--- config.mk ---
export PLATFORM = sky130hd
export DESIGN_NAME = hex_word_emitter_flat
export DESIGN_NICKNAME = d
export VERILOG_FILES = /design/src/rtl/hex_word_emitter_pkg.sv /design/src/rtl/hex_word_emitter_if.sv /design/src/rtl/hex_word_emitter.sv /design/src/flat_wrapper.sv
export SDC_FILE = /design/constraint.sdc
export NUM_CORES = 1
export LEC_CHECK = 0
export BUFFER_PORTS_ARGS = -buffer_cell sky130_fd_sc_hd__buf_4
export CORE_MARGIN = 1.5
export CORE_UTILIZATION = 45
export CTS_CLUSTER_DIAMETER = 60
export DETAILED_ROUTE_END_ITERATION = 10
export GPL_TIMING_DRIVEN = 0
export PLACE_DENSITY = 0.71
export SYNTH_ARGS = -nofsm -noshare
export SYNTH_HDL_FRONTEND = slang
export SYNTH_SLANG_ARGS = --single-unit
--- constraint.sdc ---
create_clock -name clk -period 1.6 [get_ports clk]
set_clock_uncertainty 0.1 [all_clocks]
set_input_delay 0.32 -clock clk [delete_from_list [all_inputs] [get_ports clk]]
set_output_delay 0.32 -clock clk [all_outputs]
set_load 0.005 [all_outputs]
--- src/rtl/hex_word_emitter_pkg.sv ---
// Shared constants for the hex word emitter: FSM encodings and default widths.
package hex_word_emitter_pkg;

  localparam int unsigned DEF_WORDW = 16;
  localparam int unsigned DEF_ADDRW = 11;

  typedef enum logic [1:0] {
    ST_IDLE = 2'd0,
    ST_EMIT = 2'd1,
    ST_DONE = 2'd2
  } state_t;

endpackage

--- src/rtl/hex_word_emitter_if.sv ---
// Print-request and character-write handshake between a parent and the emitter.
interface hex_word_emitter_if
  import hex_word_emitter_pkg::*;
#(
  parameter int unsigned WORDW = DEF_WORDW,
  parameter int unsigned ADDRW = DEF_ADDRW
);

  logic             start;
  logic [WORDW-1:0] value;
  logic [ADDRW-1:0] base_addr;
  logic             wr_en;
  logic             wr_ready;
  logic [3:0]       nibble_out;
  logic [ADDRW-1:0] wr_addr;
  logic             busy;
  logic             done;

  // Requester side: issues print requests and accepts character writes.
  modport master (
    output start, value, base_addr, wr_ready,
    input  wr_en, nibble_out, wr_addr, busy, done
  );

  // Emitter side.
  modport slave (
    input  start, value, base_addr, wr_ready,
    output wr_en, nibble_out, wr_addr, busy, done
  );

endinterface

--- src/rtl/hex_word_emitter.sv ---
// Streams a captured word out as hex nibbles, MSB first, each with a text-buffer
// write address that advances by one per accepted write and wraps silently.
module hex_word_emitter
  import hex_word_emitter_pkg::*;
#(
  parameter int unsigned WORDW = DEF_WORDW,
  parameter int unsigned ADDRW = DEF_ADDRW
) (
  input logic               clk,
  input logic               rstn,
  hex_word_emitter_if.slave bus
);

  localparam int unsigned NIB      = WORDW / 4;
  localparam int unsigned IDXW     = $clog2(NIB + 1);
  localparam int unsigned LAST_IDX = NIB - 1;

  state_t           state_q, state_d;
  logic [WORDW-1:0] shift_q, shift_d;
  logic [IDXW-1:0]  idx_q, idx_d;
  logic [ADDRW-1:0] addr_q, addr_d;

  // State and datapath registers.
  always_ff @(posedge clk or negedge rstn) begin
    if (!rstn) begin
      state_q <= ST_IDLE;
      shift_q <= '0;
      idx_q   <= '0;
      addr_q  <= '0;
    end else begin
      state_q <= state_d;
      shift_q <= shift_d;
      idx_q   <= idx_d;
      addr_q  <= addr_d;
    end
  end

  // Next-state logic; a stalled write leaves every register untouched.
  always_comb begin
    state_d = state_q;
    shift_d = shift_q;
    idx_d   = idx_q;
    addr_d  = addr_q;
    unique case (state_q)
      ST_IDLE: begin
        if (bus.start) begin
          shift_d = bus.value;
          addr_d  = bus.base_addr;
          idx_d   = '0;
          state_d = ST_EMIT;
        end
      end
      ST_EMIT: begin
        if (bus.wr_ready) begin
          shift_d = shift_q << 4;
          idx_d   = idx_q + IDXW'(1);
          addr_d  = addr_q + ADDRW'(1);
          if (idx_q == IDXW'(LAST_IDX)) begin
            state_d = ST_DONE;
          end
        end
      end
      ST_DONE: begin
        state_d = ST_IDLE;
      end
      default: begin
        state_d = ST_IDLE;
      end
    endcase
  end

  // Outputs depend only on registered state, never on wr_ready or start.
  assign bus.wr_en      = (state_q == ST_EMIT);
  assign bus.busy       = (state_q == ST_EMIT);
  assign bus.done       = (state_q == ST_DONE);
  assign bus.nibble_out = shift_q[WORDW-1 -: 4];
  assign bus.wr_addr    = addr_q;

endmodule

--- src/flat_wrapper.sv ---
// flat-port wrapper written by rule: the top's interface ports become plain ports
module hex_word_emitter_flat import hex_word_emitter_pkg::*;
#(
  parameter int unsigned WORDW = DEF_WORDW,
  parameter int unsigned ADDRW = DEF_ADDRW
)
  (clk, rstn, bus_start, bus_value, bus_base_addr, bus_wr_ready, bus_wr_en, bus_nibble_out, bus_wr_addr, bus_busy, bus_done);
  hex_word_emitter_if #(.WORDW(WORDW), .ADDRW(ADDRW)) bus_i ();
  input logic clk;
  input logic rstn;
  input wire logic [$bits(bus_i.start)-1:0] bus_start;
  input wire logic [$bits(bus_i.value)-1:0] bus_value;
  input wire logic [$bits(bus_i.base_addr)-1:0] bus_base_addr;
  input wire logic [$bits(bus_i.wr_ready)-1:0] bus_wr_ready;
  output wire logic [$bits(bus_i.wr_en)-1:0] bus_wr_en;
  output wire logic [$bits(bus_i.nibble_out)-1:0] bus_nibble_out;
  output wire logic [$bits(bus_i.wr_addr)-1:0] bus_wr_addr;
  output wire logic [$bits(bus_i.busy)-1:0] bus_busy;
  output wire logic [$bits(bus_i.done)-1:0] bus_done;
  assign bus_i.start = bus_start;
  assign bus_i.value = bus_value;
  assign bus_i.base_addr = bus_base_addr;
  assign bus_i.wr_ready = bus_wr_ready;
  assign bus_wr_en = bus_i.wr_en;
  assign bus_nibble_out = bus_i.nibble_out;
  assign bus_wr_addr = bus_i.wr_addr;
  assign bus_busy = bus_i.busy;
  assign bus_done = bus_i.done;
  hex_word_emitter #(.WORDW(WORDW), .ADDRW(ADDRW)) u_core (.clk(clk), .rstn(rstn), .bus(bus_i));
endmodule
Yosys cells after proc, flatten, opt, wreduce, memory -nomap -nowiden
Cells that the tools add are included.

Register bits: 32. Input port bits: 31. Output and inout port bits: 18. Word-level logic and storage cells: 29.

$add $sub $neg: 2. Eq/ne operators: 6. Multiplexer cells: 13. Reductions and logical operators: 4.

Operators by type and width (count): 2-to-1 mux 16 bit (2); case mux 16 bit (2 select lines) (1); 2-to-1 mux 11 bit (2); case mux 11 bit (2 select lines) (1); adder 11 x 1 -> 11 bit, second input constant (1); 2-to-1 mux 2 bit (3); 2-to-1 mux 3 bit (2); case mux 3 bit (2 select lines) (1); AND reduction 3 bit (2); != test 2 bit, second input constant (2); case mux 2 bit (2 select lines) (1); adder 3 x 1 -> 3 bit, second input constant (1); equality test 3 x 2 -> 1 bit, second input constant (1); equality test 2 x 1 -> 1 bit, second input constant (1); equality test 2 bit, second input constant (1); zero test 2 bit (1); != test 2 x 1 -> 1 bit, second input constant (1); nonzero test 2 bit (1).

Longest topological paths before layout
Gate-level depths: netlist (run 1).

Depth after elaboration: 4. Depth in mapped cells: 7. Depth with buffers taken out: 5.

Worst setup path before layout (run 1)
No wires, ideal clock.

Path kind: register to output. Start point: register u_core.state_q[1]. End point: output port bus_wr_en. Data arrival time: 1.110 ns. Path slack: 0.070 ns. Cell stages (with the launch flop): 7. Path buffers: 4. Cell sequence: dfrtp_1 > nand2b_1 > buf_4 > inv_2 > buf_6 > buf_6 > buf_4.

Word-level cells in the longest chain between the ends: 1.

RTL lines: from (decl) (RTL line hex_word_emitter.sv:18) `state_t state_q, state_d;`; from (signal assigned) (RTL line hex_word_emitter.sv:31) `state_q <= state_d;`; equality test 2 x 1 -> 1 bit; to (decl) (RTL line flat_wrapper.sv:15) `output wire logic [$bits(bus_i.wr_en)-1:0] bus_wr_en;`.

No other way between the ends.

Worst setup path in the final report (run 1)
Start point: register u_core.state_q[0]. End point: output port bus_done.

Word-level cells in the longest chain between the ends: 1.

RTL lines: equality test 2 bit (RTL line hex_word_emitter.sv:75) `assign bus.done = (state_q == ST_DONE);`; to (decl) (RTL line flat_wrapper.sv:19) `output wire logic [$bits(bus_i.done)-1:0] bus_done;`.

No other way between the ends.

==> flow_summary_export.csv, run 1 <==
group,metric,value,unit
placed_design,placed_cell_area,2121,um^2
drt,firstDrtPassIters,4,
global_route,grt_util_met3,4.688,%
synthesis,synth-edff-count,0,
synthesis,netlist_area,1700,um^2
timing,setup_viol,0,
clock_network,root_buffer,"clkbuf_8",
clock_network,htreeDepth,2,
floorplan,die_x,64.47,um
pwr,vdd_drop_max,1.068,mV
placed_design,dp_hpwl,2795,um
job,cap_viol_max_count,0,
floorplan,start_util,46.80,%
synthesis,syn_avg_cell_area,8.588,um^2
pwr,p_leak,1.104,nW
global_route,grt_use_total,22.54,%
critical_path,cp-start-kind,"register",
floorplan,die_h,64.47,um
clock_network,path_clk_slew,60,ps
timing,post-route-period-util,99.00,%
finish,num_antenna_cells,0,
critical_path,end_kind,"output port",
synthesis,yosys-top-cells-area,"dfrtp_1 (47%), nand2_1 (8.8%), a31oi_1 (5.2%)",
clock_network,cts_made_buffers,5,
global_route,grt_pass1_wl,7245,um
critical_path,worstSetupPathType,"reg -> out",
timing,finalHoldViolCount,0,
timing,tightest_slew,405.2,ps
floorplan,rows,22,
floorplan,dieArea,4156,um^2
timing,max-slew-margin-rel,72.98,%
pwr,comb_power_share,53.8,%
worst_hold_path,min_path_type,"in -> reg",
placed_design,portBuffers,48,
finish,area_growth,38.56,%
synthesis,syn_inst,198,
timing,min_period,1584,ps
drt,remaining_drc_errors,0,
clock_network,tritoncts,"yes",
synthesis,yosysWarnings,0,
synthesis,synth.top_cell.area_share,47.09,%
timing,finalMaxSlewViolations,0,
finish,fin_util,64.84,%
synthesis,syn_nets,232,
finish,final_nets,293,
drt,wl_per_cell,13.47,um
clock_network,clock_latency,280,ps
synthesis,ys_seq_area_share,47.09,%
clock_network,cts.sinks,32,
synthesis,yosys.area.top_type,"dfrtp_1",
drt,viasPerCell,5.296,
synthesis,yosys_register_bits,32,
global_route,grt.overflow.total,0,
finish,design_area,2356,um^2
finish,drive_gt1_share,36.68,%
pwr,p_clk_share,14.0,%
timing,tns,0,ps
global_route,grt_max_degree,33,
placed_design,routabilityCongestion,0.8080,
floorplan,num_io_pins,49,
critical_path,rr_worst_depth,7,
pwr,p_per_area,2017,nW/um^2
clock_network,cts.path.max_buffers,2,
synthesis,async_flop_share,100.0,%
timing,fmax,631.3,MHz
drt,drtIter0Drc,166,
run_status,status,"finished, final reports clean",
pwr,p_sw_share,38.77,%
timing,rsz0062_at_grt,"true",
critical_path,required,1180,ps
worst_hold_path,hold_depth,2,
drt,dr_total_vias,1626,
synthesis,ys_types,31,
pwr,power.total,0.004752,W
synthesis,synth_common_cells,"nand2_1 (40), dfrtp_1 (32), nor2_1 (18)",
global_route,use_met1,29.81,%
global_route,grtUsageMet2,36.07,%
synthesis,synthMostInstantiatedCell,"nand2_1",
floorplan,core_area,3633,um^2
pwr,seq_power_share,32.2,%
drt,drtAntennaViolNets,0,
drt,drt-total-wl,4134,um
pwr,p_int,0.002910,W
critical_path,crit_arrival,1160,ps
global_route,busiest_layer,"met2",
pwr,power_switching,0.001842,W
synthesis,ys.flop_type,"dfrtp_1",
global_route,antenna_found_initial,0,
global_route,grt_pass1_vias,1597,
critical_path,worstPathMaxFanout,5,
-- layout by cell type (no fill, tap or decap), types with 4 or more instances in the layout --
cell       n
buf_4     61
nand2_1   40
dfrtp_1   29
nor2_1    17
a21oi_1   16
a31oi_1   14
o21ai_0    9
clkbuf_8   7
nor2b_1    5
o22ai_1    5
buf_6      4
-- flip-flops by register name (all words and copies together) (netlist names) --
register	cells
u_core.shift_q	16
u_core.idx_q	3
u_core.state_q	2
u_core.bus.wr_addr	11
-- critical path, cell delays in order, from the launching register on --
cell	delay (ps)
dfrtp_1	420
buf_6	140
buf_8	120
nor2b_4	110
buf_6	100
-- logic make-up (layout without fill, tap and decap cells) --
group           count (synthesis)  after routing  share of synthesized area, %
compound gates                 60             60                         21.41
mux                             3              3                         1.840
simple gates                   79             79                         20.24
fa+ha+maj                       3              3                         2.208
flops                          32             32                         47.09
buf+inv                        21             82                         7.210
-- repair_timing --
item | CTS | global route
setup buffers | 6 | 4
gates resized for setup | 12 | 23
pin swaps | 0 | 3
endpoints found under the hold margin | 32 | 0
hold buffers | 1 | 0
setup endpoints to repair | 4 | 26
-- final timing paths --
kind                                   start                     end  slack, ps
min                             bus_wr_ready       u_core.state_q[0]        160
max                        u_core.state_q[0]                bus_done         20
max in group asynchronous               rstn       u_core.state_q[1]        670
min reg2reg                  u_core.idx_q[2]         u_core.idx_q[2]        390
max reg2reg                u_core.state_q[1]   u_core.bus.wr_addr[9]        100
min in group asynchronous               rstn  u_core.bus.wr_addr[10]        420
-- final cells by class --
type	instances	area [um^2]
flip-flops and latches	32	804.5
fillers	343	1277
plain buffers	13	98.84
clock buffers	7	96.34
inverters	3	13.76
well taps	48	60.06
repair buffers	59	456.7
multi-input cells	145	825.8
-- metrics by stage --
stage / worst slack [ps] / instances / hold slack, ps
after CTS: -150.4 / 307 / 148.6
after floorplan: 69.92 / 198 / -75.59
final: 15.97 / 307 / 164.8
after global routing: -20.87 / 307 / 171.8
after detailed placement: -148.5 / 294 / 188.1
after global placement: -148.5 / 294 / 185.1
-- power by group through the flow --
stage                     registers (W)  logic [W]  clock network (W)
final                           0.00153    0.00255           0.000665
after global routing            0.00159    0.00289           0.000722
after CTS                       0.00151    0.00250           0.000677
after detailed placement        0.00153    0.00226                  0
after global placement          0.00151    0.00223                  0
after floorplan                 0.00146    0.00153                  0
-- per-layer routing --
metal / vias to the layer above / part of all wire [%] / routed length, um
met2: 50 / 49 / 2006
met3: 7 / 5.5 / 226
met5: - / 0 / 0
li1: 808 / - / -
met4: 0 / 1.3 / 55
met1: 761 / 45 / 1845
Note: power is estimated with default switching activity, not from simulation.
==> inputs of run 2 (changes only) <==
--- a/config.mk
+++ b/config.mk
@@ -10,7 +10,6 @@
 export CORE_UTILIZATION = 45
 export CTS_CLUSTER_DIAMETER = 60
 export DETAILED_ROUTE_END_ITERATION = 10
-export GPL_TIMING_DRIVEN = 0
 export PLACE_DENSITY = 0.71
 export SYNTH_ARGS = -nofsm -noshare
 export SYNTH_HDL_FRONTEND = slang
==> flow_summary_export.csv, run 2 (synthesis gave the netlist of run 1 again) <==
group,metric,value,unit
critical_path,crit_family,"flip-flops",
critical_path,end_kind,"output port",
drt,drtAntennaViolNets,0,
clock_network,root_buffer,"clkbuf_8",
clock_network,path_clk_slew,60,ps
floorplan,core_area,3633,um^2
critical_path,cpMaxStageDelayCell,"dfrtp_1",
critical_path,worstSetupPathType,"reg -> out",
clock_network,htreeDepth,2,
timing,post-route-period-util,96.90,%
finish,register_area,800.8,um^2
global_route,grt_pass1_vias,1431,
pwr,p_per_area,1990,nW/um^2
drt,remaining_drc_errors,0,
drt,firstDrtPassIters,4,
clock_network,cts.sinks,32,
clock_network,clock_latency,270,ps
placed_design,placed_cell_area,2107,um^2
placed_design,portBuffers,48,
clock_network,cts_made_buffers,5,
run_status,status,"finished, final reports clean",
worst_hold_path,min_path_type,"in -> reg",
critical_path,max_stage_delay,410,ps
pwr,vdd_drop_max,1.102,mV
finish,nFillCells,337,
pwr,p_leak,1.069,nW
placed_design,routabilityCongestion,0.8090,
floorplan,die_h,64.47,um
drt,wl_per_cell,12.48,um
floorplan,rows,22,
timing,tightest_slew,407.6,ps
global_route,antenna_found_initial,0,
finish,multi_input_area,782.0,um^2
global_route,grt_use_total,19.53,%
drt,drtIter0Drc,96,
finish,design_area,2245,um^2
finish,drive_gt1_share,29.88,%
finish,num_antenna_cells,0,
timing,rsz0062_at_grt,"true",
floorplan,die_x,64.47,um
finish,final_cell_mix,"buf_4 (59), nand2_1 (40), dfrtp_1 (32)",
floorplan,start_util,46.80,%
clock_network,cts.path.max_buffers,2,
critical_path,cp_cell_sequence,"nand2b_1 -> inv_4 -> buf_6 -> buf_4",
floorplan,dieArea,4156,um^2
finish,fin_util,61.78,%
drt,dr_total_vias,1569,
critical_path,required,1180,ps
finish,final_common_cell,"buf_4",
floorplan,num_io_pins,49,
finish,largest_reg_flops,16,
timing,whs,153.9,ps
critical_path,crit_arrival,1130,ps
timing,setup_viol,0,
timing,min_period,1550,ps
finish,area_growth,32.01,%
finish,final_nets,284,
pwr,power.total,0.004468,W
clock_network,tritoncts,"yes",
global_route,grt.overflow.total,0,
global_route,grt_max_degree,33,
timing,max-slew-margin-rel,72.83,%
timing,fmax,645.0,MHz
critical_path,cp-start-kind,"register",
placed_design,dp_hpwl,2623,um
finish,regMostFlops,"u_core.shift_q",
global_route,grt_pass1_wl,6389,um
critical_path,worstPathMaxFanout,4,
drt,drt-total-wl,3731,um
drt,viasPerCell,5.247,
timing,finalMaxSlewViolations,0,
timing,finalHoldViolCount,0,
job,cap_viol_max_count,0,
critical_path,crit_buf_inv,3,
==> run 2: changes by cell type in the layout (fill, tap and decap cells not counted), moves of 2 or more <==
cell      change
buf_4         -2
clkinv_2      +2
dfrtp_1       +3
buf_2         -3
dfrtp_2       -3
buf_6         -2
==> run 2: area by class of cell <==
cell class	instances	share of cell area, %
clock buffer	6	3.679
clock inverter	2	0.4459
sequential	32	35.67
inverter	3	0.6132
timing repair buffer	63	22.07
tap	48	2.676
multi-input combinational	145	34.84
==> run 2: layer usage <==
layer | vias to the layer above | share of wire (%) | global-route usage, %
li1 | 796 | - | -
met1 | 725 | 48 | 27.47
met2 | 44 | 46 | 30.21
met3 | 4 | 5.3 | 4.514
met4 | 0 | 0.75 | 5.851
met5 | - | 0 | 0
==> run 2: path summary, 6_finish.rpt <==
path / from / endpoint / slack, ps / cells past startpoint
worst min-delay path: bus_wr_ready / u_core.state_q[0] / 150 / 2
max in group asynchronous: rstn / u_core.state_q[0] / 690 / 2
worst max register to register: u_core.state_q[1] / u_core.bus.wr_addr[6] / 140 / 6
min in group asynchronous: rstn / u_core.bus.wr_addr[0] / 420 / 2
worst max-delay path: u_core.state_q[0] / bus_busy / 50 / 4
worst min register to register: u_core.idx_q[2] / u_core.idx_q[2] / 380 / 2
==> run 2: timing repair <==
action / in CTS / in global routing
gates resized for setup: 1 / 4
buffers inserted: 2 / 1
pin swaps: 0 / 0
hold endpoints to repair: 32 / 0
endpoints found under the setup margin: 1 / 3
hold buffers: 1 / 0
==> run 2: where the power goes <==
group / switching (W) / total, W / internal [W] / leakage (nW)
Sequential: 0.000307 / 0.00150 / 0.00119 / 0.377
Combinational: 0.00114 / 0.00233 / 0.00120 / 0.642
Clock: 0.000292 / 0.000635 / 0.000343 / 0.0510
Total: 0.00173 / 0.00447 / 0.00273 / 1.07
==> run 2: metrics by stage <==
| stage | setup slack, ps | cells | TNS, ps |
|---|---|---|---|
| final | 49.53 | 299 | 0 |
| after global routing | -6.868 | 299 | -6.868 |
| after floorplan | 69.92 | 198 | 0 |
| after global placement | 184.0 | 287 | 0 |
| after CTS | 16.44 | 298 | 0 |
| after detailed placement | 102.5 | 287 | 0 |
==> run 2: worst reg2reg max path, stage by stage (launching register included) <==
cell,delay [ps]
dfrtp_1,370
nand2b_1,180
inv_4,90
buf_4,140
buf_12,150
mux2i_1,220
a2bb2oi_1,80
==> inputs of run 3 (changes only) <==
==> constraint.sdc (replaced) <==
create_clock -name clk -period 1.6 [get_ports clk]
set_clock_uncertainty 0.1 [all_clocks]
set_input_delay 0.16 -clock clk [delete_from_list [all_inputs] [get_ports clk]]
set_output_delay 0.16 -clock clk [all_outputs]
set_load 0.005 [all_outputs]
==> flow_summary_export.csv, run 3 (synthesis gave the netlist of run 1 again) <==
group,metric,value,unit
global_route,grt_use_total,19.56,%
drt,drtAntennaViolNets,0,
timing,finalHoldViolCount,0,
clock_network,cts.sinks,32,
finish,regMostFlops,"u_core.shift_q",
finish,num_antenna_cells,0,
drt,remaining_drc_errors,0,
pwr,comb_power_share,50.9,%
pwr,p_per_area,2022,nW/um^2
pwr,p_leak,1.066,nW
drt,wl_per_cell,12.88,um
finish,final_common_cell,"buf_4",
critical_path,required,1660,ps
clock_network,cts_made_buffers,5,
global_route,grt_pass1_wl,6334,um
timing,rsz0062_at_grt,"false",
global_route,grt_max_degree,42,
critical_path,worstSetupPathType,"in -> reg",
clock_network,cts.path.max_buffers,2,
finish,layoutNonFillerInstCount,297,
global_route,grt_pass1_vias,1382,
floorplan,num_io_pins,49,
timing,min_period,1486,ps
placed_design,portBuffers,48,
drt,dr_total_vias,1535,
placed_design,routabilityCongestion,0.7975,
floorplan,start_util,46.80,%
pwr,power_switching,0.001739,W
drt,viasPerCell,5.168,
timing,tightest_slew,406.3,ps
finish,area_growth,32.45,%
clock_network,htreeDepth,2,
pwr,seq_power_share,32.6,%
run_status,status,"finished, final reports clean",
critical_path,cp-start-kind,"input port",
critical_path,crit_arrival,1540,ps
timing,whs,36.91,ps
critical_path,rr_worst_depth,5,
drt,drt-total-wl,3825,um
clock_network,path_clk_slew,70,ps
timing,post-route-period-util,92.87,%
global_route,antenna_found_initial,0,
critical_path,end_kind,"register",
floorplan,die_h,64.47,um
timing,finalMaxSlewViolations,0,
pwr,p_sw_share,38.19,%
placed_design,dp_hpwl,2641,um
drt,drtIter0Drc,153,
floorplan,rows,22,
timing,fin_ws,114.0,ps
global_route,grt.overflow.total,0,
placed_design,dp_slack,120.8,ps
timing,setup_viol,0,
floorplan,die_x,64.47,um
clock_network,clock_latency,280,ps
finish,drive_gt1_share,28.51,%
finish,nFillCells,347,
clock_network,tritoncts,"yes",
finish,largest_reg_flops,16,
floorplan,core_area,3633,um^2
worst_hold_path,min_path_type,"in -> reg",
finish,final_cell_mix,"buf_4 (56), nand2_1 (40), dfrtp_1 (32)",
placed_design,dp.cells,285,
pwr,vdd_drop_max,0.8959,mV
critical_path,worstPathMaxFanout,7,
worst_hold_path,hold_depth,3,
pwr,p_int,0.002814,W
clock_network,root_buffer,"clkbuf_8",
timing,tns,0,ps
timing,fmax,673.0,MHz
floorplan,dieArea,4156,um^2
drt,firstDrtPassIters,4,
job,cap_viol_max_count,0,
finish,final_nets,282,
pwr,p_clk_share,16.6,%
timing,max-slew-margin-rel,72.91,%
[run 3: timing repair]
item / in CTS / in global routing
setup endpoints to repair: 0 / 3
hold buffers: 2 / 0
setup buffers: 0 / 2
hold endpoints to repair: 33 / 0
resized for setup: 0 / 2
[run 3: path summary, 6_finish.rpt]
path,start,to,slack [ps]
max in group asynchronous,rstn,u_core.bus.wr_addr[4],850
min in group asynchronous,rstn,u_core.bus.wr_addr[10],250
setup / recovery,bus_wr_ready,u_core.bus.wr_addr[2],110
hold / removal,bus_value[8],u_core.shift_q[8],40
setup reg to reg,u_core.bus.wr_addr[0],u_core.bus.wr_addr[4],130
hold reg to reg,u_core.idx_q[2],u_core.idx_q[2],410
[run 3: per-stage QoR]
stage	power, W	util, %	instance area, um^2
floorplan	0.002995	-	1700
global placement	0.003684	57.92	2105
detailed placement	0.003753	57.92	2105
CTS	0.004527	61.43	2232
global route	0.004940	61.98	2252
finish	0.004553	61.98	2252
[run 3: power by group through the flow]
stage / Clock (W) / Combinational (W) / Sequential (W)
final: 0.000754 / 0.00232 / 0.00148
after global placement: 0 / 0.00222 / 0.00147
after CTS: 0.000774 / 0.00228 / 0.00148
after global routing: 0.000818 / 0.00258 / 0.00154
after detailed placement: 0 / 0.00226 / 0.00149
after floorplan: 0 / 0.00153 / 0.00146
[run 3: cell type report]
cell class                 count  area [um^2]  area share, %
sequential                    32        800.8          35.56
multi-input combinational    145        780.7          34.67
timing repair buffer          61        491.7          21.83
clock buffer                   6        72.57          3.222
tap                           48        60.06          2.667
clock inverter                 2        35.03          1.556
inverter                       3        11.26         0.5000
[run 3: per-layer routing]
metal  GRT usage [%]  up-vias  wire (um)
li1                -      787          -
met1           27.73      708       1872
met2           29.69       38       1761
met3           4.514        2        173
met4           6.383        0         18
met5               0        -          0
[run 3: critical path, cell delays in order]
cell and delay [ps]:
dlygate4sd3_1 530, buf_4 140, mux2i_1 200, or2_1 290, nor2_1 80, a2bb2oi_1 130
